## config.mk

```make
export PLATFORM = sky130hd
export DESIGN_NAME = apb_master_bridge
export DESIGN_NICKNAME = d
export VERILOG_FILES = /design/src/rtl/apb_master_bridge.sv
export SDC_FILE = /design/constraint.sdc
export NUM_CORES = 1
export LEC_CHECK = 0
export BUFFER_PORTS_ARGS = -buffer_cell sky130_fd_sc_hd__buf_2
export CAP_MARGIN = 20
export CORE_MARGIN = 2
export CORE_UTILIZATION = 50
export DETAILED_ROUTE_END_ITERATION = 6
export PLACE_DENSITY = 0.84
export SETUP_SLACK_MARGIN = 0.2
export SKIP_CTS_REPAIR_TIMING = 1
export SLEW_MARGIN = 0
export SYNTH_ARGS = -nofsm -noshare
export SYNTH_HDL_FRONTEND = slang
export SYNTH_SLANG_ARGS = --single-unit
```

## constraint.sdc

```tcl
create_clock -name pclk -period 4.8 [get_ports pclk]
set_input_delay 0.96 -clock pclk [delete_from_list [all_inputs] [get_ports pclk]]
set_output_delay 0.96 -clock pclk [all_outputs]
set_load 0.02 [all_outputs]
```

## src/rtl/apb_master_bridge.sv

```systemverilog
// Bridges a valid/ready command stream onto a single APB4 master port, one transfer at a time.
// Each command gets exactly one response: read data, slave/decode/timeout error, and the wait-state count.
module apb_master_bridge #(
  parameter int NO_OF_SLAVES      = 1,
  parameter int ADDRESS_WIDTH     = 32,
  parameter int DATA_WIDTH        = 32,
  parameter int SLAVE_MEMORY_SIZE = 12,
  parameter int SLAVE_MEMORY_GAP  = 2,
  parameter int MAX_WAIT_STATES   = 16
) (
  input  logic                      pclk,
  input  logic                      preset_n,
  input  logic                      cmd_valid,
  output logic                      cmd_ready,
  input  logic                      cmd_pwrite,
  input  logic [ADDRESS_WIDTH-1:0]  cmd_paddr,
  input  logic [DATA_WIDTH-1:0]     cmd_pwdata,
  input  logic [DATA_WIDTH/8-1:0]   cmd_pstrb,
  input  logic [2:0]                cmd_pprot,
  output logic                      rsp_valid,
  input  logic                      rsp_ready,
  output logic [DATA_WIDTH-1:0]     rsp_prdata,
  output logic                      rsp_pslverr,
  output logic [31:0]               rsp_wait_states,
  output logic [NO_OF_SLAVES-1:0]   pselx,
  output logic                      penable,
  output logic                      pwrite,
  output logic [ADDRESS_WIDTH-1:0]  paddr,
  output logic [DATA_WIDTH-1:0]     pwdata,
  output logic [DATA_WIDTH/8-1:0]   pstrb,
  output logic [2:0]                pprot,
  input  logic                      pready,
  input  logic [DATA_WIDTH-1:0]     prdata,
  input  logic                      pslverr
);

  localparam logic [ADDRESS_WIDTH-1:0] WIN    = ADDRESS_WIDTH'(SLAVE_MEMORY_SIZE * 1024);
  localparam logic [ADDRESS_WIDTH-1:0] STRIDE =
    ADDRESS_WIDTH'((SLAVE_MEMORY_SIZE + SLAVE_MEMORY_GAP) * 1024);
  localparam logic [31:0]              MAX_WS = 32'(MAX_WAIT_STATES);

  typedef enum logic [1:0] {IDLE, SETUP, ACCESS, RESP} state_e;

  state_e                     state, state_d;
  logic [31:0]                wait_cnt, wait_d;
  logic [NO_OF_SLAVES-1:0]    pselx_d;
  logic                       penable_d, pwrite_d;
  logic [ADDRESS_WIDTH-1:0]   paddr_d;
  logic [DATA_WIDTH-1:0]      pwdata_d, rsp_prdata_d;
  logic [DATA_WIDTH/8-1:0]    pstrb_d;
  logic [2:0]                 pprot_d;
  logic                       rsp_pslverr_d;
  logic [31:0]                rsp_wait_d;

  logic [ADDRESS_WIDTH-1:0]   slave_idx, slave_off;
  logic [NO_OF_SLAVES-1:0]    dec_sel;
  logic                       dec_hit;

  // Windows are not power-of-two aligned, so decode uses a true divide/modulo by the stride.
  always_comb begin
    slave_idx = cmd_paddr / STRIDE;
    slave_off = cmd_paddr % STRIDE;
    dec_sel   = '0;
    for (int i = 0; i < NO_OF_SLAVES; i++) begin
      if (slave_idx == ADDRESS_WIDTH'(i)) dec_sel[i] = 1'b1;
    end
    dec_hit = (dec_sel != '0) && (slave_off < WIN);
  end

  assign cmd_ready = (state == IDLE) && preset_n;
  assign rsp_valid = (state == RESP);

  always_comb begin
    state_d       = state;
    wait_d        = wait_cnt;
    pselx_d       = pselx;
    penable_d     = penable;
    pwrite_d      = pwrite;
    paddr_d       = paddr;
    pwdata_d      = pwdata;
    pstrb_d       = pstrb;
    pprot_d       = pprot;
    rsp_prdata_d  = rsp_prdata;
    rsp_pslverr_d = rsp_pslverr;
    rsp_wait_d    = rsp_wait_states;
    case (state)
      IDLE: begin
        if (cmd_valid) begin
          pwrite_d = cmd_pwrite;
          paddr_d  = cmd_paddr;
          pwdata_d = cmd_pwdata;
          pstrb_d  = cmd_pwrite ? cmd_pstrb : '0;
          pprot_d  = cmd_pprot;
          wait_d   = '0;
          if (dec_hit) begin
            state_d = SETUP;
            pselx_d = dec_sel;
          end else begin
            state_d       = RESP;
            rsp_prdata_d  = '0;
            rsp_pslverr_d = 1'b1;
            rsp_wait_d    = '0;
          end
        end
      end
      SETUP: begin
        state_d   = ACCESS;
        penable_d = 1'b1;
      end
      ACCESS: begin
        if (pready) begin
          state_d       = RESP;
          pselx_d       = '0;
          penable_d     = 1'b0;
          rsp_prdata_d  = pwrite ? '0 : prdata;
          rsp_pslverr_d = pslverr;
          rsp_wait_d    = wait_cnt;
        end else begin
          wait_d = wait_cnt + 32'd1;
          if (wait_d >= MAX_WS) begin
            wait_d        = MAX_WS;
            state_d       = RESP;
            pselx_d       = '0;
            penable_d     = 1'b0;
            rsp_prdata_d  = '0;
            rsp_pslverr_d = 1'b1;
            rsp_wait_d    = MAX_WS;
          end
        end
      end
      RESP: begin
        if (rsp_ready) state_d = IDLE;
      end
      default: state_d = IDLE;
    endcase
  end

  always_ff @(posedge pclk or negedge preset_n) begin
    if (!preset_n) begin
      state           <= IDLE;
      wait_cnt        <= '0;
      pselx           <= '0;
      penable         <= 1'b0;
      pwrite          <= 1'b0;
      paddr           <= '0;
      pwdata          <= '0;
      pstrb           <= '0;
      pprot           <= '0;
      rsp_prdata      <= '0;
      rsp_pslverr     <= 1'b0;
      rsp_wait_states <= '0;
    end else begin
      state           <= state_d;
      wait_cnt        <= wait_d;
      pselx           <= pselx_d;
      penable         <= penable_d;
      pwrite          <= pwrite_d;
      paddr           <= paddr_d;
      pwdata          <= pwdata_d;
      pstrb           <= pstrb_d;
      pprot           <= pprot_d;
      rsp_prdata      <= rsp_prdata_d;
      rsp_pslverr     <= rsp_pslverr_d;
      rsp_wait_states <= rsp_wait_d;
    end
  end

endmodule

```

==> metrics.txt, run 1 <==
Nets=1402; mux share of post-synthesis cell area=8.18%; Die H=141 um; Synth Area in Compound Gates=24.6%; root buffer cell=clkbuf_16; status=complete, but fails checks; Buf/Inv on CP=9; Placed Area=12000 sq um; WL/cell=18.9 um; vias in the first global route=8560; WHS Path Cells=2; FFs w/ async S/R, synth=100%; Worst-Margin Slew=0.939 ns; commonest non-fill, non-tap cell in the layout=buf_2; Mapped Cells=911; clock sinks=173; total CTS buffers=17; Mapped Nets=1027; RSZ-0062 raised after global routing=true; Vias=9280; initial DRC count=797; Final Critical Period=7.12 ns; WP data arrival=7.43 ns; Post-Syn Area=9400 sq um; reg2reg path depth=19; Reg clk slew, reported paths=0.07 ns; final setup vio count=67; Final Cycle Share=148%; synthesis warning total=0; met3 usage=5.16%; GRT Total Usage=26.7%; post-route ant nets=0; met2 Use GR=44.2%; first-pass GRT wire length=43200 um; Main synth FF type=dfrtp_1; vias per cell=6.05; routability cong.=0.965; Crit. End Element=register; initial antenna violation count=3; Pins Over Slew Limit=0; Placed Cells=1476; Port Buffer Count=250; PD cells=553 nW/um^2; Max Freq=140 MHz; Worst EP required=5.11 ns; Crit. path cell count=30; CP Launch Type=input pin; Slew Limit Headroom=37.4%; Mapped Avg Cell Area=10.3 sq um; Clock Path Buffers=2; Peak supply drop=0.000319 V; Layout area overhead=41.0%; Yosys cell types=89; M1 GR Usage=35.9%; static leakage=6.36 nW; Initial Util=50.6%; most frequent CP cell=buf_4; largest net degree at the start of global routing=174; Synth Area in Adders=0.799%; Detailed Place HPWL=19800 um; Crit Path Class=in -> reg; xor/xnor cell area share of the yosys netlist=1.12%; CTS tree=done; Site Rows=50; register area share after synthesis=46.1%; # fillers=1277; final hold violations=0; crit-path max FO=47; commonest non-fill, non-tap cells in the layout=buf_2 (244), dfrtp_1 (173), buf_4 (155); failing checks=negative setup slack; Post-Layout Inst Area=13200 sq um; gr ovfl total=0; non-filler instance count after layout=1534; final setup skew=0.0101 ns; Sequential Area=4330 sq um; Worst path slowest cell=a2111oi_4; drt first pass iters=5; pre-CTS WS=-2.59 ns; Post-Synth Simple-Gate Area=15.1%; critical path's top delay family=compound AO/OA/AOI/OAI gates; share of layout cells above drive strength 1=47.3%; most crowded layer after global routing=met2; largest family of logic cells by synthesized area=compound AO/OA/AOI/OAI gates; Die ar.=19900 sq um; WHS=0.486 ns; Die X=141 um; final wirelength=29000 um; Final Worst Setup Slack=-2.32 ns; # IOs=251; DRC viols=0; #FFs+latches synth=173; Clock Latency Late Sink=0.42 ns; max-cap check violation count=0; area occupied by multi-input gates=5240 sq um; Hold WC Path Type=reg -> reg; Core Region=18600 sq um; EDFF count, synth=0; Largest stage delay, worst path=0.48 ns; CTS H-Tree Depth=4
[worst register-to-register path: cells and delay by family, from the launching register on]
kind / cells / cell delay (ns)
flops: 1 / 0.48
buf+inv: 1 / 0.18
simple gates: 14 / 2.95
mux: 1 / 0.31
fa+ha+maj: 1 / 0.24
compound gates: 2 / 0.28
[per-stage QoR]
step	total power [mW]	TNS, ns	utilization, %
after global placement	5.49	-164.93	64.3
after global routing	7.71	-170.09	71.3
after CTS	7.06	-144.14	67.7
after floorplan	4.39	-128.18	-
final	7.33	-151.89	71.3
after detailed placement	5.60	-171.09	64.3
[routing by layer]
layer | part of all wire [%] | vias up
met5 | 0.041 | -
met4 | 2.2 | 2
met3 | 6.1 | 66
met2 | 50 | 445
met1 | 42 | 4560
li1 | - | 4207
[report_power, final]
group | leakage (nW) | internal (mW) | total (mW) | switching (mW)
clock network | 0.304 | 0.807 | 1.45 | 0.646
registers | 2.25 | 1.93 | 2.18 | 0.252
logic | 3.81 | 1.58 | 3.70 | 2.12
[area by class of cell]
type,instances,area share [%]
Clock inverter,14,1.33
Tap cell,234,2.21
Multi-Input combinational cell,654,39.6
Antenna cell,1,0.0189
Inverter,24,0.680
Clock buffer,18,3.32
Timing Repair Buffer,416,20.2
Sequential cell,173,32.7
[final timing paths]
| path | from | end | slack (ns) |
|---|---|---|---|
| min reg2reg | paddr[16]$_DFFE_PN0P_ | paddr[16]$_DFFE_PN0P_ | 0.49 |
| min | paddr[16]$_DFFE_PN0P_ | paddr[16]$_DFFE_PN0P_ | 0.49 |
| max reg2reg | wait_cnt[0]$_DFFE_PN0P_ | rsp_pslverr$_DFFE_PN0P_ | 0.25 |
| max in group asynchronous | preset_n | paddr[30]$_DFFE_PN0P_ | 3.40 |
| max | cmd_paddr[27] | rsp_wait_states[30]$_DFFE_PN0P_ | -2.32 |
| min in group asynchronous | preset_n | pstrb[0]$_DFFE_PN0P_ | 0.69 |
[cell usage after synthesis (all sizes together) (11+ instances only)]
cell / n / area share (%)
and3: 15 / 1.0
clkbuf: 27 / 1.1
dfrtp: 173 / 46
buf: 33 / 2.2
nor2b: 27 / 1.8
a21oi: 31 / 1.7
o211ai: 12 / 1.3
inv: 23 / 0.92
a32o: 33 / 3.5
nor2: 50 / 2.0
nand2: 69 / 2.8
mux2: 62 / 7.4
nand3: 29 / 1.6
a22o: 35 / 3.3
nor3: 17 / 0.91
a211oi: 11 / 0.93
o21ai: 63 / 3.4
[kinds of logic after synthesis]
| family | count (synthesis) |
|---|---|
| fa+ha+maj | 6 |
| compound gates | 294 |
| buf+inv | 84 |
| simple gates | 273 |
| flops | 173 |
| xor+xnor | 12 |
| mux | 69 |
[state kept, by name, indices dropped and copies added (netlist names)]
name	cells
pprot	3
rsp_prdata	32
pselx	1
state	2
rsp_wait_states	32
rsp_pslverr	1
pstrb	4
penable	1
pwdata	32
pwrite	1
paddr	32
wait_cnt	32
(Power assumes the default switching activity.)
==> inputs of run 2 (changes only) <==
--- a/config.mk
+++ b/config.mk
@@ -5,7 +5,7 @@
 export SDC_FILE = /design/constraint.sdc
 export NUM_CORES = 1
 export LEC_CHECK = 0
-export BUFFER_PORTS_ARGS = -buffer_cell sky130_fd_sc_hd__buf_2
+export BUFFER_PORTS_ARGS = -buffer_cell sky130_fd_sc_hd__clkbuf_2
 export CAP_MARGIN = 20
 export CORE_MARGIN = 2
 export CORE_UTILIZATION = 50
==> metrics.txt, run 2 (synthesis results as in run 1) <==
Final Critical Period=7.16 ns (was 7.12 ns); WL/cell=19.6 um (was 18.9 um); CTS tree=done (unchanged); drt first pass iters=6 (was 5); Max Freq=140 MHz (about the same); RSZ-0062 raised after global routing=true (unchanged); reg2reg path depth=19 (unchanged); Clock Power Share=19.5% (was 19.8%); worst reg2reg endpoint=rsp_pslverr$_DFFE_PN0P_ (unchanged); Core Region=18600 sq um (unchanged); Worst-Margin Slew=0.681 ns (was 0.939 ns); largest net degree at the start of global routing=90 (was 174); CTS H-Tree Depth=4 (unchanged); clock sinks=173 (unchanged); Pins Over Slew Limit=0 (unchanged); initial DRC count=905 (was 797); Crit. End Element=register (unchanged); Nets=1409 (was 1402); Int Pwr=4.26 mW (was 4.31 mW); GRT Total Usage=27.1% (was 26.7%); final hold violations=0 (unchanged); internal reg-to-reg setup slack=-0.03 ns (was 0.25 ns); static leakage=6.41 nW (was 6.36 nW); CP Launch Type=input pin (unchanged); Port Buffer Count=250 (unchanged); Placed Cells=1484 (was 1476); non-filler instance count after layout=1540 (was 1534); failing checks=negative setup slack (unchanged); # fillers=1254 (was 1277); final setup skew=0.00927 ns (was 0.0101 ns); critical path's top delay family=compound AO/OA/AOI/OAI gates (unchanged); initial antenna violation count=1 (was 3); Final Worst Setup Slack=-2.36 ns (was -2.32 ns); P_sw=3.14 mW (was 3.02 mW); share of layout cells above drive strength 1=47.7% (was 47.3%); Worst path slowest cell=or4_4 (was a2111oi_4); total CTS buffers=17 (unchanged); antenna cells=0 (was 1); Die X=141 um (unchanged); commonest non-fill, non-tap cell in the layout=clkbuf_2 (was buf_2); first-pass GRT wire length=43700 um (was 43200 um); Reg clk slew, reported paths=0.08 ns (was 0.07 ns); Worst Setup SP=cmd_paddr[29] (was cmd_paddr[27]); fraction of power spent switching nets=42.5% (was 41.2%); Crit Path Class=in -> reg (unchanged); crit-path max FO=6 (was 47); Worst EP required=5.12 ns (was 5.11 ns); max-cap check violation count=0 (unchanged); status=complete, but fails checks (unchanged); Initial Util=50.6% (unchanged); Vias=9385 (was 9280); gr ovfl total=0 (unchanged); vias per cell=6.09 (was 6.05); Fin Setup TNS=-152.70 ns (was -151.89 ns); Peak supply drop=0.000330 V (was 0.000319 V); Crit. path cell count=29 (was 30); Slew Limit Headroom=53.4% (was 37.4%); PD cells=551 nW/um^2 (was 553 nW/um^2); Critical Path Sink=rsp_pslverr$_DFFE_PN0P_ (was rsp_wait_states[30]$_DFFE_PN0P_); Hold WC Path Type=in -> async (was reg -> reg); WP data arrival=7.48 ns (was 7.43 ns); Final Cycle Share=149% (was 148%); root buffer cell=clkbuf_16 (unchanged); routability cong.=0.891 (was 0.965); Die ar.=19900 sq um (unchanged); Flop pwr share=29.8% (was 29.7%); Site Rows=50 (unchanged); Clock Path Buffers=2 (unchanged); Final Util=72.3% (was 71.3%); Buf/Inv on CP=8 (was 9); WHS=0.469 ns (was 0.486 ns); post-route ant nets=0 (unchanged); Detailed Place HPWL=19800 um (about the same); final setup vio count=67 (unchanged); combinational share of power=50.7% (was 50.4%); most frequent CP cell=buf_6 (was buf_4); final wirelength=30200 um (was 29000 um); total chip power=7.40 mW (was 7.33 mW); Die H=141 um (unchanged); Clock Latency Late Sink=0.43 ns (was 0.42 ns); commonest non-fill, non-tap cells in the layout=clkbuf_2 (244), dfrtp_1 (173), buf_4 (148) (was buf_2 (244), dfrtp_1 (173), buf_4 (155)); # IOs=251 (unchanged); R2R Path Start=wait_cnt[1]$_DFFE_PN0P_ (was wait_cnt[0]$_DFFE_PN0P_); Layout area overhead=43.0% (was 41.0%); DRC viols=0 (unchanged); vias in the first global route=8805 (was 8560); Largest stage delay, worst path=0.56 ns (was 0.48 ns)
==> run 2: cell types whose count changed in the layout (fill, tap and decap cells not counted), moves of 3 or more <==
cell,change
buf_2,-244
buf_4,-7
clkbuf_4,+3
buf_6,+9
clkinv_8,+3
clkbuf_2,+244
nor2_1,-3
a21oi_2,+3
nor2_4,+3
==> run 2: per-layer routing <==
metal,vias up,global-route usage [%],wire length (um)
met5,-,0,12
met4,2,12.3,1130
met3,94,5.26,2090
met2,506,45.4,15400
met1,4547,34.1,11600
li1,4236,-,-
==> run 2: layout make-up <==
cell class	instances	area [sq um]	share of cell area, %
clock buffers	17	425	3.17
repair buffers	423	2800	20.9
clock inverters	15	195	1.45
multi-input cells	654	5300	39.4
well taps	234	293	2.18
flip-flops and latches	173	4330	32.2
inverters	24	90.1	0.671
==> run 2: worst min path at each step <==
stage                                         from                         endpoint  slack [ns]  depth (start not counted)
final                                     preset_n           pwdata[12]$_DFFE_PN0P_        0.47                          1
after global placement        pstrb[0]$_DFFE_PN0P_             pstrb[0]$_DFFE_PN0P_        0.46                          2
after detailed placement     paddr[19]$_DFFE_PN0P_            paddr[19]$_DFFE_PN0P_        0.47                          2
after floorplan           wait_cnt[20]$_DFFE_PN0P_  rsp_wait_states[20]$_DFFE_PN0P_        0.47                          1
after global routing                      preset_n           pwdata[12]$_DFFE_PN0P_        0.51                          1
after CTS                                 preset_n           pwdata[12]$_DFFE_PN0P_        0.49                          1
==> run 2: power by group through the flow <==
stage                     clock (mW)  sequential (mW)  combinational, mW
final                           1.44             2.21               3.75
after global routing            1.52             2.26               3.99
after CTS                       1.46             2.20               3.39
after detailed placement           0             2.22               3.37
after global placement             0             2.19               3.30
after floorplan                    0             2.75               1.64
==> run 2: worst register-to-register path: stages (launching register included) <==
cell and delay, ns:
dfrtp_1 0.49, ha_1 0.26, and3_1 0.24, and3_1 0.27
nand4_1 0.21, nor2_4 0.22, nand2_1 0.14, nor3_2 0.38
nand2_1 0.13, nor2_1 0.10, nor2_1 0.05, nor2_1 0.09
a41oi_1 0.07, nor4_1 0.37, nand4_1 0.22, or3b_2 0.52
and2_1 0.26, o211ai_4 0.21, buf_4 0.19, mux2_1 0.31
==> run 2: per-stage QoR <==
stage	area, sq um	setup WS (ns)
2_1_floorplan	9630	-1.95
3_3_place_gp	12000	-2.52
3_5_place_dp	12000	-2.65
4_1_cts	12700	-2.27
5_1_grt	13400	-2.60
6_report	13400	-2.36
